$ cat src/rtl/cache_pkg.sv
// Shared cache definitions: fill-state encoding and block geometry, used by the
// fill engine, the memory arbiter and the caches.
package cache_pkg;

   localparam int unsigned WORDS_PER_BLOCK = 8;
   localparam int unsigned OFFSET_W        = $clog2(WORDS_PER_BLOCK);
   localparam int unsigned MEM_LATENCY     = 4;

   typedef enum logic [1:0] {
      StIdle,
      StReq,
      StDrain
   } fill_state_e;

endpackage

$ cat src/rtl/fill_word_counter.sv
// Clearable, enabled, wrapping word counter; done flags the event that carries
// the count past LAST.
module fill_word_counter #(
   parameter int unsigned WIDTH = 4,
   parameter int unsigned LAST  = 7
) (
   input  logic             clk,
   input  logic             rst,
   input  logic             clr,
   input  logic             en,
   output logic [WIDTH-1:0] cnt,
   output logic             done
);

   logic [WIDTH-1:0] cnt_q;
   logic [WIDTH-1:0] cnt_d;

   always_comb begin
      cnt_d = cnt_q;
      if (clr) begin
         cnt_d = '0;
      end else if (en) begin
         cnt_d = cnt_q + 1'b1;
      end
   end

   always_ff @(posedge clk) begin
      if (!rst) begin
         cnt_q <= '0;
      end else begin
         cnt_q <= cnt_d;
      end
   end

   assign cnt  = cnt_q;
   assign done = en && (cnt_q == WIDTH'(LAST));

endmodule

$ cat src/rtl/cache_fill_fsm.sv
// Miss-fill engine: streams one cache block from pipelined memory into the data
// array, then writes the tag. Define CACHE_FILL_CRIT_WORD_EN for critical-word-first.
module cache_fill_fsm
   import cache_pkg::*;
#(
   parameter int unsigned WORDS_PER_BLOCK = cache_pkg::WORDS_PER_BLOCK,
   parameter int unsigned ADDR_W          = 16,
   parameter int unsigned DATA_W          = 16
) (
   input  logic                               clk,
   input  logic                               rst,
   input  logic                               miss_detected,
   input  logic [ADDR_W-1:0]                  miss_address,
   input  logic                               mem_grant,
   input  logic                               memory_data_valid,
   input  logic [DATA_W-1:0]                  memory_data,
   output logic                               fsm_busy,
   output logic                               mem_read_en,
   output logic [ADDR_W-1:0]                  memory_address,
   output logic                               write_data_array,
   output logic [$clog2(WORDS_PER_BLOCK)-1:0] data_word_offset,
   output logic [DATA_W-1:0]                  fill_data,
   output logic                               write_tag_array,
   output logic                               fill_done
);

   localparam int unsigned OFF_W  = $clog2(WORDS_PER_BLOCK);
   localparam int unsigned BASE_W = ADDR_W - OFF_W - 1;

   fill_state_e       state;
   logic [BASE_W-1:0] base_q;
   logic [OFF_W-1:0]  start_q;
   logic [OFF_W-1:0]  start_off;
   logic [OFF_W-1:0]  issue_off;
   logic [OFF_W-1:0]  recv_off;
   logic [OFF_W:0]    issue_cnt;
   logic [OFF_W:0]    recv_cnt;
   logic              issue_done;
   logic              recv_done;
   logic              start_fill;
   logic              issue_fire;
   logic              recv_fire;
   logic              unused_addr;

`ifdef CACHE_FILL_CRIT_WORD_EN
   assign start_off   = miss_address[OFF_W:1];
   assign unused_addr = miss_address[0];
`else
   assign start_off   = '0;
   assign unused_addr = ^miss_address[OFF_W:0];
`endif

   assign start_fill = (state == StIdle) && miss_detected;
   assign issue_fire = (state == StReq) && mem_grant;
   // A return with nothing outstanding is stale (e.g. from before a reset).
   assign recv_fire  = (state != StIdle) && memory_data_valid && (recv_cnt != issue_cnt);

   assign issue_off = start_q + issue_cnt[OFF_W-1:0];
   assign recv_off  = start_q + recv_cnt[OFF_W-1:0];

   fill_word_counter #(
      .WIDTH (OFF_W + 1),
      .LAST  (WORDS_PER_BLOCK - 1)
   ) u_issue_cnt (
      .clk  (clk),
      .rst  (rst),
      .clr  (start_fill),
      .en   (issue_fire),
      .cnt  (issue_cnt),
      .done (issue_done)
   );

   fill_word_counter #(
      .WIDTH (OFF_W + 1),
      .LAST  (WORDS_PER_BLOCK - 1)
   ) u_recv_cnt (
      .clk  (clk),
      .rst  (rst),
      .clr  (start_fill),
      .en   (recv_fire),
      .cnt  (recv_cnt),
      .done (recv_done)
   );

   always_ff @(posedge clk) begin
      if (!rst) begin
         state   <= StIdle;
         base_q  <= '0;
         start_q <= '0;
      end else begin
         case (state)
            StIdle: begin
               if (miss_detected) begin
                  base_q  <= miss_address[ADDR_W-1:OFF_W+1];
                  start_q <= start_off;
                  state   <= StReq;
               end
            end
            StReq: begin
               if (issue_done) begin
                  state <= StDrain;
               end
            end
            StDrain: begin
               if (recv_done) begin
                  state <= StIdle;
               end
            end
            default: state <= StIdle;
         endcase
      end
   end

   // Outputs follow grant/valid in the same cycle; all are held low during reset.
   assign fsm_busy         = rst && ((state != StIdle) || miss_detected);
   assign mem_read_en      = rst && issue_fire;
   assign memory_address   = mem_read_en ? {base_q, issue_off, 1'b0} : '0;
   assign write_data_array = rst && recv_fire;
   assign data_word_offset = write_data_array ? recv_off : '0;
   assign fill_data        = write_data_array ? memory_data : '0;
   assign write_tag_array  = write_data_array && recv_done;
   assign fill_done        = write_tag_array;

endmodule

$ cat config.mk
export PLATFORM = sky130hd
export DESIGN_NAME = cache_fill_fsm
export DESIGN_NICKNAME = d
export VERILOG_FILES = /design/src/rtl/cache_pkg.sv /design/src/rtl/fill_word_counter.sv /design/src/rtl/cache_fill_fsm.sv
export SDC_FILE = /design/constraint.sdc
export NUM_CORES = 1
export LEC_CHECK = 0
export CAP_MARGIN = 20
export CORE_UTILIZATION = 33
export CTS_CLUSTER_SIZE = 40
export DETAILED_ROUTE_END_ITERATION = 7
export GPL_TIMING_DRIVEN = 0
export HOLD_SLACK_MARGIN = 0.08
export PLACE_DENSITY = 0.88
export SYNTH_ARGS = -nofsm -noshare
export SYNTH_HDL_FRONTEND = slang
export SYNTH_SLANG_ARGS = --single-unit
$ cat constraint.sdc
create_clock -name clk -period 1.57 [get_ports clk]
set_input_delay 0.314 -clock clk [delete_from_list [all_inputs] [get_ports clk]]
set_output_delay 0.314 -clock clk [all_outputs]
set_load 0.05 [all_outputs]
Word-level counts from Yosys, hierarchy flattened:

Cells that the tools add are included.
Widths: inputs -> output; s select.

* flip-flop bits (word level): 22
* input port bits: 37
* output and inout bits: 40

* equal/unequal tests: 8
* $add $sub $neg: 2
* bitwise logic cells: 1
* muxes and demuxes: 7
* reductions and logical operators: 16

Operator list (count)
* $mux 16: 2
* $logic_and 1x1->1: 10
* $add 4x1->4 const B: 2
* $eq 4x3->1 const B: 2
* $mux 2: 3
* $ne 2x2->1 const B: 3
* $pmux 2 s3: 1
* $ne 4x4->1: 1
* $mux 3: 1
* $reduce_and 3->1: 1
* $eq 2x1->1 const B: 1
* $eq 2x2->1 const B: 1
* $logic_not 2->1: 1
* $reduce_and 2->1: 1
* $reduce_bool 2->1: 1
* $reduce_or 2->1: 1
* $logic_or 1x1->1: 1
* $not 1->1: 1

Depth between registers and ports, before layout:

Gate-level depths: netlist of the first run.

* word-level depth: 6
* mapped depth: 5
* depth with buffers taken out: 5

Modules after synthesis:

A second synthesis of the first run with hierarchy kept.

* cells, all modules: 177
* area total of the unflattened synthesis: 1276.2 um^2

Modules (own cells, without submodules)
* cache_fill_fsm: seq. area each 280.3 um^2, times used 1, cells each 139, area each 880.8 um^2
* fill_word_counter: seq. area each 80.1 um^2, times used 2, cells each 19, area each 197.7 um^2

Least setup slack after synthesis of the first run:

Ideal clock, no wire load.

* kind: register to output
* start: register u_recv_cnt.cnt_q[2], in the netlist u_recv_cnt.cnt[2]
* end: output port write_tag_array
* path buffers: 1
* arrival time: 1.899 ns
* path slack: -0.643 ns
* stages on the path, launching flop included: 6
* cell sequence: dfxtp_1 xnor2_1 a41oi_4 and2_2 and4b_2 buf_4

* word-level cells in the longest chain between the ends: 4
* elaborated cells on any way between the ends: 6
* classes of those cells: eq/ne (2); reduce/logical (4)

Ends and longest elaborated chain
* from (decl): line fill_word_counter.sv:15 `logic [WIDTH-1:0] cnt_q;`
* from (signal assigned): line fill_word_counter.sv:31 `cnt_q <= cnt_d;`
* $ne 4x4->1: line cache_fill_fsm.sv:56 `assign recv_fire = (state != StIdle) && memory_data_valid && (recv_cnt != issue_cnt);`
* $logic_and 1x1->1: line cache_fill_fsm.sv:56
* $logic_and 1x1->1: line cache_fill_fsm.sv:118 `assign write_data_array = rst && recv_fire;`
* named net write_data_array: line cache_fill_fsm.sv:20 `output logic write_data_array,`
* $logic_and 1x1->1: line cache_fill_fsm.sv:121 `assign write_tag_array = write_data_array && recv_done;`
* to (decl): line cache_fill_fsm.sv:23 `output logic write_tag_array,`

The timed path passes the listed nets, and every way through them passes these cells.

Worst setup path after layout of the first run:

* start: register u_recv_cnt.cnt_q[1], in the netlist u_recv_cnt.cnt[1]
* end: output port write_tag_array

* word-level cells in the longest chain between the ends: 4
* elaborated cells on any way between the ends: 6
* classes of those cells: eq/ne (2); reduce/logical (4)

Ends and longest elaborated chain (line)
* $ne 4x4->1: cache_fill_fsm.sv:56
* $logic_and 1x1->1: cache_fill_fsm.sv:56
* $logic_and 1x1->1 (on tied branches): cache_fill_fsm.sv:118, fill_word_counter.sv:36
* $logic_and 1x1->1 (*): cache_fill_fsm.sv:121

Mark *: on every way between the ends. The rest lies on a longest branch, timed or not.

==> impl_metrics.csv, run 1 <==
group,metric,value,unit
critical_path,cp_slowest_stage_delay,0.38,ns
floorplan,num_io_pins,77,
clock_network,clk_pin_slew_worst_paths,0.08,ns
drt,dr.first_iter.drc_count,53,
finish,layout-drive-gt1-share,56.2,%
drt,dr.pass1.iters,4,
critical_path,critPathArrivalTime,1.74,ns
yosys,synth_top_family_by_area,"simple AND/OR/NAND/NOR gates",
yosys,synthSimpleGateAreaFrac,37.8,%
clock_network,h-tree-depth,1,
finish,area_delta_synth_final,131,%
drt,vias,1530,
yosys,ys_top_cells_by_count,"and3_1 (34), nand2_1 (28), dfxtp_1 (22)",
power,power_frac_clock,37.4,%
clock_network,clk_latency,0.27,ns
critical_path,cp-start-kind,"register",
yosys,synth-compound-area-share,9.86,%
placed_design,post-place-ws,-1.42,ns
yosys,ys_warn_count,0,
status,status,"complete, but fails checks",
power,ir_drop,0.490,mV
drt,drcViolationCount,0,
yosys,synth_cell_types,31,
global_route,grt_usage,26.9,%
critical_path,cp_slowest_cell,"dfxtp_4",
critical_path,critical_path.cell_chain,"xnor2_4 -> a41oi_4 -> and2_4 -> and4b_4 -> buf_8 -> buf_8",
critical_path,crit_type,"register to output pin",
global_route,grt_max_degree,14,
power,p_per_area,513,mW/mm^2
finish,n_antenna_cell,0,
yosys,synth.area.top_cells,"dfxtp_1 (36%), and3_1 (17%), nand2_1 (8.6%)",
drt,wl_per_cell,17.8,um
floorplan,die_y,62.8,um
floorplan,die_x,62.8,um
status,violations,"setup timing",
drt,wl_met1,1890,um
critical_path,required,1.26,ns
timing,finalClockSkew,0.00285,ns
yosys,synth_fa_ha_area_share,2.05,%
yosys,synthMostInstantiatedCell,"and3_1",
drt,avgViaCountPerCell,5.19,
drt,wl_met3,250,um
critical_path,critical_path_buf_inv_count,2,
placed_design,portBuffers,71,
power,p_comb_share,22.3,%
global_route,antenna_found_initial,0,
critical_path,crit_family,"simple AND/OR/NAND/NOR gates",
yosys,synth-edff-count,0,
drt,routed_wl,5250,um
yosys,yosys.area.top_type_share,36.1,%
timing,timing.fmax,0.487,GHz
power,power.switching,370,uW
timing,period_needed,2.05,ns
power,power.leakage,1.15,nW
drt,ant_nets,0,
timing,report.final.slew_viol_count,0,
yosys,synth_ff_type,"dfxtp_1",
floorplan,core,0.00344,sq mm
floorplan,fp.dieArea,0.00394,sq mm
hold_path,hold_path.class,"primary input to register",
yosys,synth_xor_area_share,5.75,%
floorplan,initial_core_util,35.4,%
yosys,synth_seq_cells,22,
timing,rsz0062_at_grt,"yes",
flow_run,drv_cap,0,
yosys,synthMuxAreaShare,2.57,%
global_route,grt_pass1_vias,1690,
clock_network,clk_path_buf_depth,2,
yosys,ys_seq_area_share,36.1,%
timing,hold_violations,0,
yosys,synth_nets,194,
yosys,async_flop_share,0,%
timing,finalCritPeriodShare,131,%
power,pwr-share-seq,40.3,%
clock_network,cts_tree,"built",
placed_design,hpwl,2600,um
floorplan,rows,21,
yosys,yosysTopAreaCell,"dfxtp_1",
finish,final_cells,295,
finish,nets,289,
power,finalPower,1.45,mW
finish,fillers,171,
global_route,grt_overflow,0,
placed_design,dp.cells,272,
critical_path,end_kind,"output pin",
drt,top_layer,"met4",
drt,met2_length,2950,um
clock_network,clockRootBuffer,"clkbuf_8",
timing,fin_ws,-0.482,ns
yosys,avgSynthCellArea,7.86,sq um
critical_path,crit_top_cell,"buf_8",
power,p_int,1.08,mW
yosys,syn-cell-area,0.00122,sq mm
global_route,grt_pass1_wl,8200,um
critical_path,cp_max_fo,3,
yosys,syn_inst,155,
clock_network,cts_buffers,3,
placed_design,place_congestion,0.726,
timing,setup_viol,39,
clock_network,clock_sinks,22,
power,switching_share,25.6,%
[path summary, 6_finish.rpt]
check	from	end	slack [ns]	cells after the start
worst max register to register	state[1]$_SDFFE_PN0P_	u_recv_cnt.cnt[3]$_SDFFE_PP0N_	-0.04	5
worst min-delay path	rst	u_issue_cnt.cnt[0]$_SDFFE_PP0P_	0.40	3
worst max-delay path	u_recv_cnt.cnt[1]$_SDFFE_PP0N_	write_tag_array	-0.48	6
worst min register to register	base_q[3]$_SDFFE_PN0P_	base_q[3]$_SDFFE_PN0P_	0.46	2
[layer usage]
layer  track usage [%]  vias up
met1              27.8      722
met5                 0        -
met2              51.2       72
li1                  -      721
met4              13.1        0
met3              4.93       15
[per-stage QoR]
step / setup TNS [ns] / area (sq um) / util (%) / hold slack [ns]
after floorplan: -3.76 / 1350 / - / 0.432
after global placement: -54.63 / 2110 / 61.4 / 0.437
after detailed placement: -54.85 / 2110 / 61.4 / 0.443
after CTS: -11.33 / 2670 / 77.7 / 0.368
after global routing: -12.90 / 2820 / 81.9 / 0.406
final: -11.47 / 2820 / 81.9 / 0.397
[repair_timing]
| item | CTS | global route |
|---|---|---|
| endpoints found under the setup margin | 52 | 53 |
| pin swaps | 25 | 3 |
| hold buffers | 0 | 0 |
| setup buffers | 16 | 5 |
| hold endpoints to repair | 0 | 0 |
| resized for setup | 363 | 41 |
| gates cloned | 2 | 1 |
[cells in the final DEF, fill, tap and decap left out, types with 3 or more instances in the layout]
cell type        netlist  routed
and3_4                 0      35
buf_8                  0      33
clkdlybuf4s50_1        0      28
nand2_1               28      26
buf_4                  2      16
buf_6                  0      15
a21oi_1               14      14
dfxtp_1               22      12
dfxtp_4                0      10
nor2_1                10       9
xnor2_4                0       4
clkbuf_8               0       4
clkbuf_4               1       3
dlygate4sd2_1          0       3
[flip-flops by register name (all words and copies together), names as in the netlist]
signal,flops
base_q,12
u_recv_cnt.cnt,4
u_issue_cnt.cnt,4
state,2
[logic make-up after synthesis]
group | count (synthesis)
simple gates | 86
flops | 22
compound gates | 18
buf+inv | 15
xor+xnor | 8
mux | 3
fa+ha+maj | 2
other cells | 1
[power groups by stage]
stage               clock network, mW  logic [mW]  registers, mW
finish                          0.541       0.322          0.582
global route                    0.573       0.343          0.585
CTS                             0.546       0.292          0.583
detailed placement                  0       0.236          0.606
floorplan                           0       0.119          0.603
global placement                    0       0.232          0.605
[final cells by class]
cell class                      count  area (sq um)  share of cell area [%]
Buffer                             13           148                    5.24
Clock buffer                        3          41.3                    1.47
Clock inverter                      1          30.0                    1.07
Inverter                            1          3.75                   0.133
Multi-Input combinational cell    118          1020                    36.2
Sequential cell                    22           478                    17.0
Tap cell                           46          57.6                    2.04
Timing Repair Buffer               91          1040                    36.9
[worst register-to-register path: stages, from the launching register on]
cell and delay (ns):
dfxtp_4 0.36, buf_4 0.16, or3b_4 0.41, buf_8 0.15, and3_4 0.18, mux2_4 0.25
(Power assumes the default switching activity.)
==> inputs of run 2 (changes only) <==
--- a/config.mk
+++ b/config.mk
@@ -9,3 +9,2 @@
 export CORE_UTILIZATION = 33
-export CTS_CLUSTER_SIZE = 40
 export DETAILED_ROUTE_END_ITERATION = 7
==> constraint.sdc (replaced) <==
create_clock -name clk -period 1.57 [get_ports clk]
set_input_delay 0.157 -clock clk [delete_from_list [all_inputs] [get_ports clk]]
set_output_delay 0.157 -clock clk [all_outputs]
set_load 0.05 [all_outputs]
==> run 2 against run 1 <==
The run still ends with setup timing left. Critical path depth unchanged. Non-clock buffer count is 8 lower. Sequential cell count did not move. First-iteration DRC count fell by 11%. Critical path type unchanged.
==> impl_metrics.csv, run 2 (same netlist as run 1, synthesis figures left out) <==
group,metric,value,unit
placed_design,place_area,0.00203,sq mm
timing,rsz0062_at_grt,"yes",
timing,timing.fmax,0.540,GHz
timing,period_needed,1.85,ns
clock_network,clk_pin_slew_worst_paths,0.08,ns
timing,finalCritPeriodShare,118,%
floorplan,core,0.00344,sq mm
timing,report.final.slew_viol_count,0,
clock_network,clk_path_buf_depth,2,
floorplan,initial_core_util,35.4,%
drt,avgViaCountPerCell,5.05,
floorplan,die_y,62.8,um
clock_network,clockRootBuffer,"clkbuf_8",
global_route,grt_max_degree,13,
floorplan,die_x,62.8,um
status,status,"complete, but fails checks",
finish,layout_common_cells,"clkdlybuf4s50_1 (31), buf_4 (30), nand2_1 (27)",
critical_path,cp-start-kind,"register",
clock_network,cts_buffers,3,
finish,regMostFlops,"base_q",
clock_network,clock_sinks,22,
critical_path,cp_slowest_stage_delay,0.37,ns
placed_design,place_congestion,0.747,
placed_design,dp.cells,272,
clock_network,cts_tree,"built",
floorplan,rows,21,
critical_path,required,1.41,ns
global_route,grt_pass1_vias,1301,
finish,layout-drive-gt1-share,50.6,%
hold_path,hold_path.class,"primary input to register",
finish,n_antenna_cell,0,
finish,finalInstanceArea,0.00244,sq mm
finish,largest_reg_flops,12,
clock_network,h-tree-depth,1,
global_route,grt_usage,18.9,%
finish,area_delta_synth_final,100,%
drt,drcViolationCount,0,
floorplan,fp.dieArea,0.00394,sq mm
clock_network,clk_latency,0.26,ns
placed_design,hpwl,2670,um
floorplan,num_io_pins,77,
finish,nets,281,
global_route,grt_overflow,0,
drt,routed_wl,4120,um
placed_design,portBuffers,71,
drt,dr.first_iter.drc_count,47,
power,ir_drop,0.560,mV
timing,fin_ws,-0.282,ns
timing,finalClockSkew,0.00594,ns
flow_run,drv_cap,0,
critical_path,crit_type,"register to output pin",
finish,final_cells,287,
timing,hold_violations,0,
status,violations,"setup timing",
finish,final_common_cell,"clkdlybuf4s50_1",
global_route,grt_pass1_wl,5930,um
critical_path,cp_max_fo,4,
drt,wl_per_cell,14.3,um
critical_path,critPathArrivalTime,1.70,ns
clock_network,ctsHoldBuffers,0,
global_route,antenna_found_initial,0,
critical_path,cp_slowest_cell,"dfxtp_4",
critical_path,end_kind,"output pin",
drt,dr.pass1.iters,4,
critical_path,crit_top_cell,"buf_8",
critical_path,critical_path.cell_chain,"xnor2_4 -> a41oi_4 -> and2_4 -> and4b_4 -> buf_8 -> buf_8",
drt,ant_nets,0,
power,p_per_area,522,mW/mm^2
timing,setup_viol,35,
power,power.leakage,1.06,nW
drt,vias,1450,
[run 2: changes by cell type in the layout (fill, tap and decap cells not counted), sizes merged]
cell / previous run / this run
buf: 66 / 55
bufinv: 1 / 0
clkbuf: 10 / 13
clkdlybuf4s50: 28 / 31
dlygate4sd2: 3 / 1
[run 2: layout make-up]
class | instances | area (sq um)
Inverter | 1 | 3.75
Multi-Input combinational cell | 118 | 896
Tap cell | 46 | 57.6
Sequential cell | 22 | 473
Fill cell | 255 | 1000
Clock buffer | 4 | 55.1
Timing Repair Buffer | 82 | 841
Buffer | 14 | 111
[run 2: report_power, final]
part           internal (mW)  leakage, nW  total, mW  switching [mW]
combinational          0.148        0.848      0.280           0.133
clock                  0.224       0.0288      0.408           0.185
sequential             0.569        0.187      0.584          0.0150
[run 2: what timing repair did]
item                                    in CTS  in global routing
pin swaps                                    2                  7
cloned                                       0                  2
gates resized for setup                    272                 70
buffers inserted                             3                  6
endpoints found under the setup margin      41                 48
[run 2: final timing paths]
| kind | from | end | slack, ns | cells after the start |
|---|---|---|---|---|
| min reg2reg | base_q[11]$_SDFFE_PN0P_ | base_q[11]$_SDFFE_PN0P_ | 0.46 | 2 |
| min | miss_address[6] | base_q[2]$_SDFFE_PN0P_ | 0.44 | 3 |
| max | u_issue_cnt.cnt[0]$_SDFFE_PP0P_ | write_tag_array | -0.28 | 6 |
| max reg2reg | state[0]$_SDFFE_PN0P_ | u_recv_cnt.cnt[3]$_SDFFE_PP0N_ | -0.08 | 6 |
[run 2: routing by layer]
metal / wire, um / global-route usage, % / share of wire, %
met2: 2100 / 34.5 / 51
met1: 1640 / 20.6 / 40
met3: 304 / 6.20 / 7.4
met4: 67 / 4.94 / 1.6
met5: 0 / 0 / 0
[run 2: critical path, delay by kind of cell (launching register included)]
kind | cells | cell delay (ns)
XOR/XNOR | 1 | 0.14
AO/OA/AOI/OAI | 1 | 0.27
AND/OR/NAND/NOR | 2 | 0.42
buffers and inverters | 2 | 0.23
flip-flops | 1 | 0.37
[run 2: metrics by stage]
stage               hold WS, ns  power, mW  utilization [%]  setup TNS, ns  worst slack [ns]
detailed placement        0.444      0.836             59.0         -37.06             -1.05
floorplan                 0.293      0.715                -         -0.297            -0.239
CTS                       0.439       1.24             61.5          -5.21            -0.294
finish                    0.438       1.27             70.8          -5.14            -0.282
global placement          0.438      0.828             59.0         -35.42             -1.04
global route              0.447       1.32             70.8          -7.27            -0.323
==> inputs of run 3 (changes only) <==
CELL_PAD_IN_SITES_DETAIL_PLACEMENT = 0   (was not set)
CELL_PAD_IN_SITES_GLOBAL_PLACEMENT = 1   (was not set)
CORE_UTILIZATION = 22   (was 33)
PLACE_DENSITY = 0.87   (was 0.88)
==> run 3 against run 2 <==
The run still ends with setup timing left. Sequential share of layout area decreased by 0.65 points. Cell area grew 3.5%. Global-route usage down 6.3 points. Non-clock buffer count grew 6. First-iteration DRC count down 30%. Combinational power fell by 3%. Wire length fell by 4.2%. Register-to-register slack worse by 0.19 ns. Die area is 48% higher. Fmax is 0.92% lower. Largest cell class unchanged. Highest routed layer unchanged.
==> impl_metrics.csv, run 3 (same netlist as run 1, synthesis figures left out) <==
group,metric,value,unit
placed_design,place_congestion,0.711,
critical_path,cp_slowest_cell,"dfxtp_4",
global_route,grt_pass1_wl,6000,um
critical_path,crit_top_cell,"buf_8",
timing,hold_violations,0,
timing,period_needed,1.87,ns
drt,vias,1427,
drt,dr.pass1.iters,4,
timing,finalClockSkew,0.00514,ns
global_route,grt_usage,12.6,%
critical_path,crit_family,"simple AND/OR/NAND/NOR gates",
clock_network,cts_buffers,3,
finish,area_delta_synth_final,107,%
critical_path,cp_max_fo,5,
clock_network,ctsHoldBuffers,0,
timing,timing.fmax,0.535,GHz
placed_design,dp.cells,296,
hold_path,hold_path.class,"primary input to register",
floorplan,fp.dieArea,0.00584,sq mm
global_route,antenna_found_initial,0,
clock_network,h-tree-depth,1,
finish,finalInstanceArea,0.00252,sq mm
clock_network,clk_path_buf_depth,2,
critical_path,crit_type,"register to output pin",
critical_path,cp.depth,6,
global_route,grt_overflow,0,
status,violations,"setup timing",
floorplan,core,0.00520,sq mm
hold_path,holdPathStages,3,
finish,largest_reg_flops,12,
finish,layout-drive-gt1-share,50.0,%
finish,n_antenna_cell,0,
critical_path,required,1.41,ns
status,status,"complete, but fails checks",
placed_design,post-place-ws,-1.06,ns
timing,rsz0062_at_grt,"yes",
floorplan,die_x,76.4,um
critical_path,critical_path_buf_inv_count,2,
critical_path,cp-start-kind,"register",
clock_network,clock_sinks,22,
placed_design,place_area,0.00206,sq mm
timing,fin_ws,-0.299,ns
floorplan,num_io_pins,77,
global_route,grt_pass1_vias,1317,
critical_path,end_kind,"output pin",
timing,setup_viol,37,
flow_run,drv_cap,0,
critical_path,cp_slowest_stage_delay,0.38,ns
drt,routed_wl,3940,um
placed_design,hpwl,2690,um
drt,drcViolationCount,0,
critical_path,critPathArrivalTime,1.71,ns
global_route,grt_max_degree,12,
placed_design,portBuffers,71,
power,ir_drop,0.254,mV
floorplan,initial_core_util,23.4,%
critical_path,reg2reg_depth,9,
timing,whs,0.443,ns
finish,nets,287,
critical_path,critical_path.cell_chain,"xnor2_4 -> a41oi_4 -> and2_4 -> and4b_4 -> buf_8 -> buf_8",
timing,finalCritPeriodShare,119,%
power,p_per_area,476,mW/mm^2
drt,avgViaCountPerCell,4.52,
clock_network,clk_latency,0.26,ns
finish,layout_common_cells,"clkdlybuf4s50_1 (31), nand2_1 (27), buf_4 (23)",
finish,final_cells,316,
drt,wl_per_cell,12.5,um
finish,regMostFlops,"base_q",
power,power.leakage,1.10,nW
drt,ant_nets,0,
timing,report.final.slew_viol_count,0,
floorplan,rows,26,
clock_network,clockRootBuffer,"clkbuf_8",
clock_network,clk_pin_slew_worst_paths,0.08,ns
drt,dr.first_iter.drc_count,33,
clock_network,cts_tree,"built",
floorplan,die_y,76.4,um
finish,final_common_cell,"clkdlybuf4s50_1",
==> run 3: worst register-to-register path: stages (launching register included) <==
cell	delay [ns]
dfxtp_4	0.38
xnor2_4	0.18
a41oi_4	0.16
buf_4	0.17
buf_6	0.10
buf_6	0.10
buf_6	0.10
buf_4	0.14
nand4_1	0.09
mux2_1	0.31
==> run 3: through the flow <==
| step | util (%) | total power [mW] | TNS, ns |
|---|---|---|---|
| after floorplan | - | 0.715 | -0.297 |
| after global placement | 39.6 | 0.833 | -37.74 |
| after detailed placement | 39.6 | 0.837 | -38.04 |
| after CTS | 41.2 | 1.18 | -5.41 |
| after global routing | 48.5 | 1.25 | -8.43 |
| final | 48.5 | 1.20 | -6.08 |
==> run 3: what timing repair did <==
action / 4_1_cts / 5_1_grt
pin swaps: 2 / 7
resized for setup: 272 / 76
buffers inserted: 5 / 10
gates cloned: 0 / 2
setup endpoints to repair: 41 / 41
==> run 3: path summary, 6_finish.rpt <==
kind	start	endpoint	slack (ns)
hold / removal	miss_address[8]	base_q[4]$_SDFFE_PN0P_	0.44
setup reg to reg	u_recv_cnt.cnt[3]$_SDFFE_PP0N_	u_recv_cnt.cnt[3]$_SDFFE_PP0N_	-0.27
hold reg to reg	base_q[4]$_SDFFE_PN0P_	base_q[4]$_SDFFE_PN0P_	0.45
setup / recovery	u_issue_cnt.cnt[2]$_SDFFE_PP0P_	write_tag_array	-0.30
==> run 3: cell type report <==
type,instances,area (sq um)
fill,490,2680
timing repair buffer,88,923
multi-input combinational,118,878
sequential,22,473
buffer,14,115
tap,70,87.6
clock buffer,3,41.3
inverter,1,3.75
==> run 3: power by group <==
part	switching [mW]	internal, mW
sequential	0.0145	0.568
clock	0.175	0.171
combinational	0.126	0.145
==> run 3: layer usage <==
metal	wire length (um)	GRT usage, %	vias up
met4	63	4.62	0
met3	252	2.63	7
met2	1920	21.4	48
met1	1710	15.5	655
met5	0	0	-
li1	-	-	717
